`config.mk`:
```
export PLATFORM = sky130hd
export DESIGN_NAME = seg_display_scheduler
export DESIGN_NICKNAME = d
export VERILOG_FILES = /design/src/rtl/seg_disp_pkg.sv /design/src/rtl/seg_rr_arbiter.sv /design/src/rtl/seg_display_scheduler.sv
export SDC_FILE = /design/constraint.sdc
export NUM_CORES = 1
export LEC_CHECK = 0
export ABC_AREA = 1
export BUFFER_PORTS_ARGS = -buffer_cell sky130_fd_sc_hd__buf_2
export CAP_MARGIN = 40
export CORE_ASPECT_RATIO = 1.2
export CORE_MARGIN = 10
export CORE_UTILIZATION = 55
export DETAILED_ROUTE_END_ITERATION = 10
export GPL_ROUTABILITY_DRIVEN = 0
export GPL_TIMING_DRIVEN = 1
export PLACE_DENSITY = 0.86
export SYNTH_ARGS = -nofsm -noshare
export SYNTH_HDL_FRONTEND = slang
export SYNTH_SLANG_ARGS = --single-unit
```
`constraint.sdc`:
```
create_clock -name basys_clock -period 4.75 [get_ports basys_clock]
set_input_delay 0.2375 -clock basys_clock [delete_from_list [all_inputs] [get_ports basys_clock]]
set_output_delay 0.2375 -clock basys_clock [all_outputs]
set_load 0.03 [all_outputs]
```
`src/rtl/seg_disp_pkg.sv`:
```
// ---------------------------------------------------------------------------
// seg_disp_pkg
// Shared definitions for the multiplexed 4-digit 7-segment display scheduler.
// Holds:
//   SEG_BLANK / AN_OFF  - all-off patterns for the active-low segment and
//                         anode buses
//   disp_state_e        - scan FSM states (IDLE, BLANK, DRIVE)
//   CHAR_*              - active-low glyphs that requesters place in their
//                         frames, bit order {g,f,e,d,c,b,a}
//   digit_anode()       - anode pattern for a scan position (0 = leftmost)
// ---------------------------------------------------------------------------
package seg_disp_pkg;

  localparam logic [6:0] SEG_BLANK = 7'h7F;
  localparam logic [3:0] AN_OFF    = 4'hF;

  typedef enum logic [1:0] {
    ST_IDLE  = 2'd0,
    ST_BLANK = 2'd1,
    ST_DRIVE = 2'd2
  } disp_state_e;

  // Active-low glyphs, bit 6 = segment g ... bit 0 = segment a.
  localparam logic [6:0] CHAR_A = 7'h08;
  localparam logic [6:0] CHAR_C = 7'h46;
  localparam logic [6:0] CHAR_E = 7'h06;
  localparam logic [6:0] CHAR_H = 7'h09;
  localparam logic [6:0] CHAR_L = 7'h47;
  localparam logic [6:0] CHAR_O = 7'h40;
  localparam logic [6:0] CHAR_P = 7'h0C;
  localparam logic [6:0] CHAR_U = 7'h41;
  localparam logic [6:0] CHAR_V = 7'h63;

  // Scan position 0 drives an[3] (leftmost), position 3 drives an[0].
  function automatic logic [3:0] digit_anode(input logic [1:0] pos);
    return ~(4'b1000 >> pos);
  endfunction

endpackage

```
`src/rtl/seg_rr_arbiter.sv`:
```
// ---------------------------------------------------------------------------
// seg_rr_arbiter
// Purely combinational round-robin pick. The search begins at rr_ptr and
// wraps from NUM_REQ-1 back to 0; the first requesting index wins. The
// pointer register itself lives in the parent.
// Ports:
//   req      [NUM_REQ-1:0]  requester levels
//   rr_ptr   [IW-1:0]       first index to examine (one past the last owner)
//   update   1              evaluate a new grant; output is zero otherwise
//   gnt_next [NUM_REQ-1:0]  one-hot winner, zero if nobody requests
// ---------------------------------------------------------------------------
module seg_rr_arbiter #(
  parameter int NUM_REQ = 3,
  parameter int IW      = (NUM_REQ > 1) ? $clog2(NUM_REQ) : 1
) (
  input  logic [NUM_REQ-1:0] req,
  input  logic [IW-1:0]      rr_ptr,
  input  logic               update,
  output logic [NUM_REQ-1:0] gnt_next
);

  logic          found;
  logic [IW-1:0] idx;

  always_comb begin
    gnt_next = '0;
    found    = 1'b0;
    idx      = '0;
    for (int off = 0; off < NUM_REQ; off++) begin
      idx = IW'((32'(rr_ptr) + 32'(off)) % NUM_REQ);
      if (update && !found && req[idx]) begin
        gnt_next[idx] = 1'b1;
        found         = 1'b1;
      end
    end
  end

endmodule

```
`src/rtl/seg_display_scheduler.sv`:
```
// ---------------------------------------------------------------------------
// seg_display_scheduler
// Shares one 4-digit multiplexed 7-segment display among NUM_REQ requesters.
// Each scan_tick inserts a one-cycle anti-ghost BLANK, then lights the next
// digit (an[3] -> an[0]). Ownership is re-evaluated only at frame boundaries
// (end of digit an[0], or any tick while idle); the owner's 28-bit frame is
// snapshotted there so mid-frame edits never tear the display.
// An owner keeps the grant while it requests, until it has shown HOLD_FRAMES
// frames and someone else is waiting; then round-robin moves on.
//
// Optional feature: define SEG_BLINK_EN to enable per-requester blinking
// (phase toggles every 32 frames; blinking owners show blank segments in the
// off phase while the anodes keep scanning). Without it, blink is ignored.
//
// Ports:
//   basys_clock  in   system clock, rising edge
//   rst_n        in   asynchronous active-low reset
//   scan_tick    in   single-cycle digit-advance strobe
//   req          in   [NUM_REQ-1:0] level requests
//   frame        in   [NUM_REQ*28-1:0] 4 x 7 active-low segments per requester,
//                     bits [27:21] of each slice are the leftmost digit
//   blink        in   [NUM_REQ-1:0] per-requester blink enable
//   an           out  [3:0] active-low anodes, an[3] leftmost
//   seg          out  [6:0] active-low segments
//   gnt          out  [NUM_REQ-1:0] one-hot owner, zero when idle
// ---------------------------------------------------------------------------
module seg_display_scheduler #(
  parameter int HOLD_FRAMES = 8,
  parameter int NUM_REQ     = 3
) (
  input  logic                   basys_clock,
  input  logic                   rst_n,
  input  logic                   scan_tick,
  input  logic [NUM_REQ-1:0]     req,
  input  logic [NUM_REQ*28-1:0]  frame,
  input  logic [NUM_REQ-1:0]     blink,
  output logic [3:0]             an,
  output logic [6:0]             seg,
  output logic [NUM_REQ-1:0]     gnt
);

  import seg_disp_pkg::*;

  localparam int IW = (NUM_REQ > 1) ? $clog2(NUM_REQ) : 1;
  localparam int HW = $clog2(HOLD_FRAMES + 1);
  localparam logic [HW-1:0] HOLD_MAX = HW'(HOLD_FRAMES);

  disp_state_e        state_q, state_d;
  logic [1:0]         digit_q, digit_d;
  logic [NUM_REQ-1:0] gnt_q, gnt_d;
  logic [HW-1:0]      hold_q, hold_d;
  logic [IW-1:0]      ptr_q, ptr_d;
  logic [27:0]        snap_q, snap_d;

  logic [27:0]        frame_arr [NUM_REQ];
  logic               boundary;
  logic               owner_req;
  logic               others_req;
  logic [HW-1:0]      hold_inc;
  logic               keep;
  logic               arb_update;
  logic [NUM_REQ-1:0] arb_gnt;
  logic [NUM_REQ-1:0] sel_gnt;
  logic [IW-1:0]      sel_idx;
  logic [6:0]         cur_digit;
  logic               digit_dark;

  for (genvar gi = 0; gi < NUM_REQ; gi++) begin : g_frame
    assign frame_arr[gi] = frame[gi*28 +: 28];
  end

  // Frame boundary: tick at the end of the rightmost digit, or any tick
  // while idle. Ticks during BLANK are ignored by construction.
  assign boundary   = scan_tick &&
                      ((state_q == ST_IDLE) ||
                       ((state_q == ST_DRIVE) && (digit_q == 2'd3)));
  assign owner_req  = |(gnt_q & req);
  assign others_req = |(req & ~gnt_q);
  // hold_inc counts the frame just completed; saturates so a sole requester
  // never wraps the counter.
  assign hold_inc   = (hold_q == HOLD_MAX) ? hold_q : hold_q + HW'(1);
  assign keep       = owner_req && !((hold_inc >= HOLD_MAX) && others_req);
  assign arb_update = boundary && !keep;
  assign sel_gnt    = keep ? gnt_q : arb_gnt;

  seg_rr_arbiter #(
    .NUM_REQ (NUM_REQ),
    .IW      (IW)
  ) u_arb (
    .req      (req),
    .rr_ptr   (ptr_q),
    .update   (arb_update),
    .gnt_next (arb_gnt)
  );

  always_comb begin
    sel_idx = '0;
    for (int i = 0; i < NUM_REQ; i++) begin
      if (sel_gnt[i]) sel_idx = IW'(i);
    end
  end

  always_comb begin
    state_d = state_q;
    digit_d = digit_q;
    gnt_d   = gnt_q;
    hold_d  = hold_q;
    ptr_d   = ptr_q;
    snap_d  = snap_q;
    case (state_q)
      ST_IDLE, ST_DRIVE: begin
        if (boundary) begin
          gnt_d   = sel_gnt;
          hold_d  = keep ? hold_inc : '0;
          digit_d = 2'd0;
          if (!keep && (|arb_gnt)) begin
            ptr_d = (sel_idx == IW'(NUM_REQ - 1)) ? '0 : sel_idx + IW'(1);
          end
          if (|sel_gnt) begin
            state_d = ST_BLANK;
            snap_d  = frame_arr[sel_idx];
          end else begin
            state_d = ST_IDLE;
            snap_d  = {4{SEG_BLANK}};
          end
        end else if (scan_tick) begin
          state_d = ST_BLANK;
          digit_d = digit_q + 2'd1;
        end
      end
      ST_BLANK: state_d = ST_DRIVE;
      default:  state_d = ST_IDLE;
    endcase
  end

  always_ff @(posedge basys_clock or negedge rst_n) begin
    if (!rst_n) begin
      state_q <= ST_IDLE;
      digit_q <= 2'd0;
      gnt_q   <= '0;
      hold_q  <= '0;
      ptr_q   <= '0;
      snap_q  <= {4{SEG_BLANK}};
    end else begin
      state_q <= state_d;
      digit_q <= digit_d;
      gnt_q   <= gnt_d;
      hold_q  <= hold_d;
      ptr_q   <= ptr_d;
      snap_q  <= snap_d;
    end
  end

`ifdef SEG_BLINK_EN
  // Free-running frame count; phase 0 is the off phase. The off decision is
  // latched per frame so it cannot change in the middle of a scan.
  logic [4:0] blink_cnt_q;
  logic       blink_phase_q;
  logic       blink_off_q;

  always_ff @(posedge basys_clock or negedge rst_n) begin
    if (!rst_n) begin
      blink_cnt_q   <= 5'd0;
      blink_phase_q <= 1'b0;
      blink_off_q   <= 1'b0;
    end else if (boundary) begin
      blink_cnt_q <= blink_cnt_q + 5'd1;
      if (blink_cnt_q == 5'd31) blink_phase_q <= ~blink_phase_q;
      blink_off_q <= ~blink_phase_q & (|(sel_gnt & blink));
    end
  end

  assign digit_dark = blink_off_q;
`else
  logic unused_blink;
  assign unused_blink = ^blink;
  assign digit_dark   = 1'b0;
`endif

  always_comb begin
    case (digit_q)
      2'd0:    cur_digit = snap_q[27:21];
      2'd1:    cur_digit = snap_q[20:14];
      2'd2:    cur_digit = snap_q[13:7];
      default: cur_digit = snap_q[6:0];
    endcase
  end

  // Outputs decode straight from the asynchronously reset registers, so
  // asserting rst_n blanks the display without waiting for a clock.
  always_comb begin
    an  = AN_OFF;
    seg = SEG_BLANK;
    if (state_q == ST_DRIVE) begin
      an  = digit_anode(digit_q);
      seg = digit_dark ? SEG_BLANK : cur_digit;
    end
  end

  assign gnt = gnt_q;

endmodule

```
==> run_results.csv <==
group,metric,value,unit
status,run_status,"finished, final reports clean",
setup_path,worst_flop_to_flop_path_endpoint,"snap_q[24]",
yosys,ys_dominant_reg_cell,"sky130_fd_sc_hd__dfstp_2",
run,max_cap_viol_count,0,
power,power_density,583,mW/mm²
setup_path,critical_path_required,4.97,ns
clock_tree,clock_tree.htree_level_count,2,
clock_tree,cts.hold.buffers_added,1,
clock_tree,cts_sinks,41,
clock_tree,clk_pin_slew,0.07,ns
clock_tree,cts_max_path_buffers,2,
worst_hold_path,hold_path_depth,2,
yosys,per_instance_average_area_after_synthesis,6.51,µm²
yosys,synth-warning-count,0,
clock_tree,tritoncts,"built",
worst_hold_path,classification_of_the_worst_slack_hold_path,"input pin to register",
place,place.port_buffers,103,
die,floorplan.core_area,0.00559,mm²
global_routing,globalRouteOverflowTotal,0,
yosys,synth_cell_type_count,28,
worst_hold_path,hold_ep,"state_q[1]",
yosys,synthArstFlopShare,1.00,
die,rows,30,
clock_tree,cts_made_buffers,5,
clock_tree,cts_resized,0,
clock_tree,postCtsSetupBuffers,0,
sta,final-hold-violation-count,0,
global_routing,antenna_found_initial,0,
detailed_routing,first_pass_iters,5,
clock_tree,clkLatencyLatePin,0.29,ns
setup_path,regToRegSetupSlack,1.79,ns
setup_path,worst-endpoint-arrival,3.18,ns
setup_path,r2r-start,"digit_q[0]",
sta,hold_ws,0.164,ns
detailed_routing,drt-vias-per-instance,5.37,
yosys,synth.yosys.seq_area_share,0.339,
detailed_routing,drt_iter0_drc,149,
detailed_routing,final_antenna_net_count,0,
die,floorplan.die.width,88.8,µm
place,detailed_place_hpwl,7180,µm
global_routing,grt.total_usage,0.198,
yosys,syn-num-nets,584,
sta,max_freq,338,MHz
yosys,post_synthesis_cell_area,0.00313,mm²
cells_and_area,finish.net_count,674,
detailed_routing,vias,3410,
sta,maxSlewHeadroom,0.668,
setup_path,critPathMaxFanout,41,
place,post-place-cells,626,
sta,fin_skew,0.00327,ns
power,ir_worst_vdd,0.350,mV
power,p_leak,0.00193,µW
detailed_routing,drt-total-wl,8960,µm
global_routing,grt_start_max_net_pins,42,
worst_hold_path,worst_hold_startpoint,"scan_tick",
cells_and_area,fin_cells,635,
sta,period_share,0.623,
cells_and_area,final_layout_size_suffix_gt1_frac,0.280,
setup_path,setup.worst_path.start_class,"register",
global_routing,grt_pass1_vias,3354,
sta,timing.final.max_slew_violations,0,
yosys,postSynthRegisterBits,41,
global_routing,first_pass_grt_wire_length,14600,µm
sta,final_period_demand_of_the_worst_path,2.96,ns
clock_tree,ctsRootBufferMaster,"sky130_fd_sc_hd__clkbuf_8",
power,report.power.total,2180,µW
cells_and_area,layout.filler_cells,494,
cells_and_area,area.growth.synth_to_final,19.4,%
die,initial_util,0.559,
die,die-height,103,µm
yosys,syn_inst,480,
sta,worst_pin_slew,0.498,ns
setup_path,crit_path_end_kind,"register",
die,die_area,0.00911,mm²
die,top_level_ports,107,
cells_and_area,antennaDiodeCount,0,
setup_path,reg2reg_depth,14,
detailed_routing,post-route-drc-count,0,
sta,grt_setup_unrepaired,"false",
sta,setup_violations,0,
setup_path,criticalPathCategory,"register to register",
sta,finalSetupTns,0,ns
yosys,synth_edf_count,0,
detailed_routing,post_drt_wl_per_cell,14.1,µm
## Yosys cell counts, types with 2 or more instances
library cell,number,area [µm²]
sky130_fd_sc_hd__a21oi_1,37,185
sky130_fd_sc_hd__nand3_2,2,20.0
sky130_fd_sc_hd__nor2_1,101,379
sky130_fd_sc_hd__nor2_2,4,25.0
sky130_fd_sc_hd__clkbuf_1,8,30.0
sky130_fd_sc_hd__o21ai_1,2,10.0
sky130_fd_sc_hd__buf_6,5,56.3
sky130_fd_sc_hd__nand3_1,77,385
sky130_fd_sc_hd__dfrtp_1,13,325
sky130_fd_sc_hd__buf_4,7,52.6
sky130_fd_sc_hd__nand2_1,122,458
sky130_fd_sc_hd__buf_2,6,30.0
sky130_fd_sc_hd__buf_1,2,7.51
sky130_fd_sc_hd__nand2_4,2,22.5
sky130_fd_sc_hd__dfstp_2,28,736
sky130_fd_sc_hd__nand4_1,5,31.3
sky130_fd_sc_hd__inv_2,5,18.8
sky130_fd_sc_hd__inv_1,26,97.6
sky130_fd_sc_hd__o21ai_0,9,45.0
sky130_fd_sc_hd__ha_1,11,138
## report_power, final
part,total (µW),internal (µW),switching (µW)
clock,219,104,114
sequential,590,512,78.1
combinational,1370,448,920
## area by class of cell
class	count	area, µm²	area share
Sequential cell	41	1060	0.284
Timing Repair Buffer	111	618	0.166
Clock buffer	8	80.1	0.0215
Multi-Input combinational cell	380	1780	0.476
Tap cell	64	80.1	0.0215
Inverter	31	116	0.0312
## metrics by stage
step                worst slack (ns)   util  cell area (µm²)
finish                          1.79  0.667             3730
floorplan                       2.64      -             3130
CTS                             1.76  0.667             3730
detailed placement              1.80  0.651             3640
global placement                1.32  0.639             3570
global route                    1.52  0.667             3730
## placed cells by master (no fill, tap or decap), drive strengths merged
cell and count:
nand2 125, clkbuf 8, nand4 5, inv 31, nor3 1, nor2 105
nand3b 1, dfstp 28, nor3b 1, xor2 1, ha 11, o21ai 11
nand3 79, dfrtp 13, o22ai 1, a211oi 1, dlygate4sd3 1, buf 110
a21oi 38
## worst max-delay path: stages, from the launching register on
cell	delay (ns)
sky130_fd_sc_hd__dfrtp_1	0.42
sky130_fd_sc_hd__ha_1	0.23
sky130_fd_sc_hd__nor2_2	0.24
sky130_fd_sc_hd__nor3_4	0.05
sky130_fd_sc_hd__inv_1	0.38
sky130_fd_sc_hd__buf_8	0.23
sky130_fd_sc_hd__a21oi_2	0.08
sky130_fd_sc_hd__nand4_1	0.11
sky130_fd_sc_hd__nand3_1	0.18
sky130_fd_sc_hd__nor2_4	0.36
sky130_fd_sc_hd__buf_12	0.25
sky130_fd_sc_hd__nand3_1	0.10
sky130_fd_sc_hd__nand2_1	0.09
sky130_fd_sc_hd__nor2_1	0.05
sky130_fd_sc_hd__nor2_1	0.10
## worst max-delay path by stage
stage / from / endpoint / slack, ns / depth (start not counted)
after floorplan: ptr_q[0] / snap_q[15] / 2.64 / 15
after global placement: digit_q[0] / snap_q[0] / 1.32 / 12
after detailed placement: digit_q[0] / snap_q[16] / 1.80 / 14
after CTS: digit_q[0] / snap_q[16] / 1.76 / 14
after global routing: digit_q[0] / snap_q[15] / 1.52 / 14
final: digit_q[0] / snap_q[24] / 1.79 / 14
## per-layer routing
layer	track usage	wire length, µm
met5	0	0
met2	0.360	4730
met3	0.0466	737
met4	0.0560	159
met1	0.224	3330
## state kept, by name, indices dropped and copies added, names as in the netlist
signal,flops
digit_q,2
gnt,3
hold_q,4
ptr_q,2
snap_q,28
state_q,2
## logic make-up (layout without fill, tap and decap cells)
| group | Yosys count | after routing | share of synthesized area |
|---|---|---|---|
| buf+inv | 59 | 150 | 0.0937 |
| simple gates | 317 | 317 | 0.436 |
| xor+xnor | 1 | 1 | 0.00280 |
| fa+ha+maj | 11 | 11 | 0.0440 |
| flops | 41 | 41 | 0.339 |
| compound gates | 51 | 51 | 0.0841 |
(Power assumes the default switching activity.)
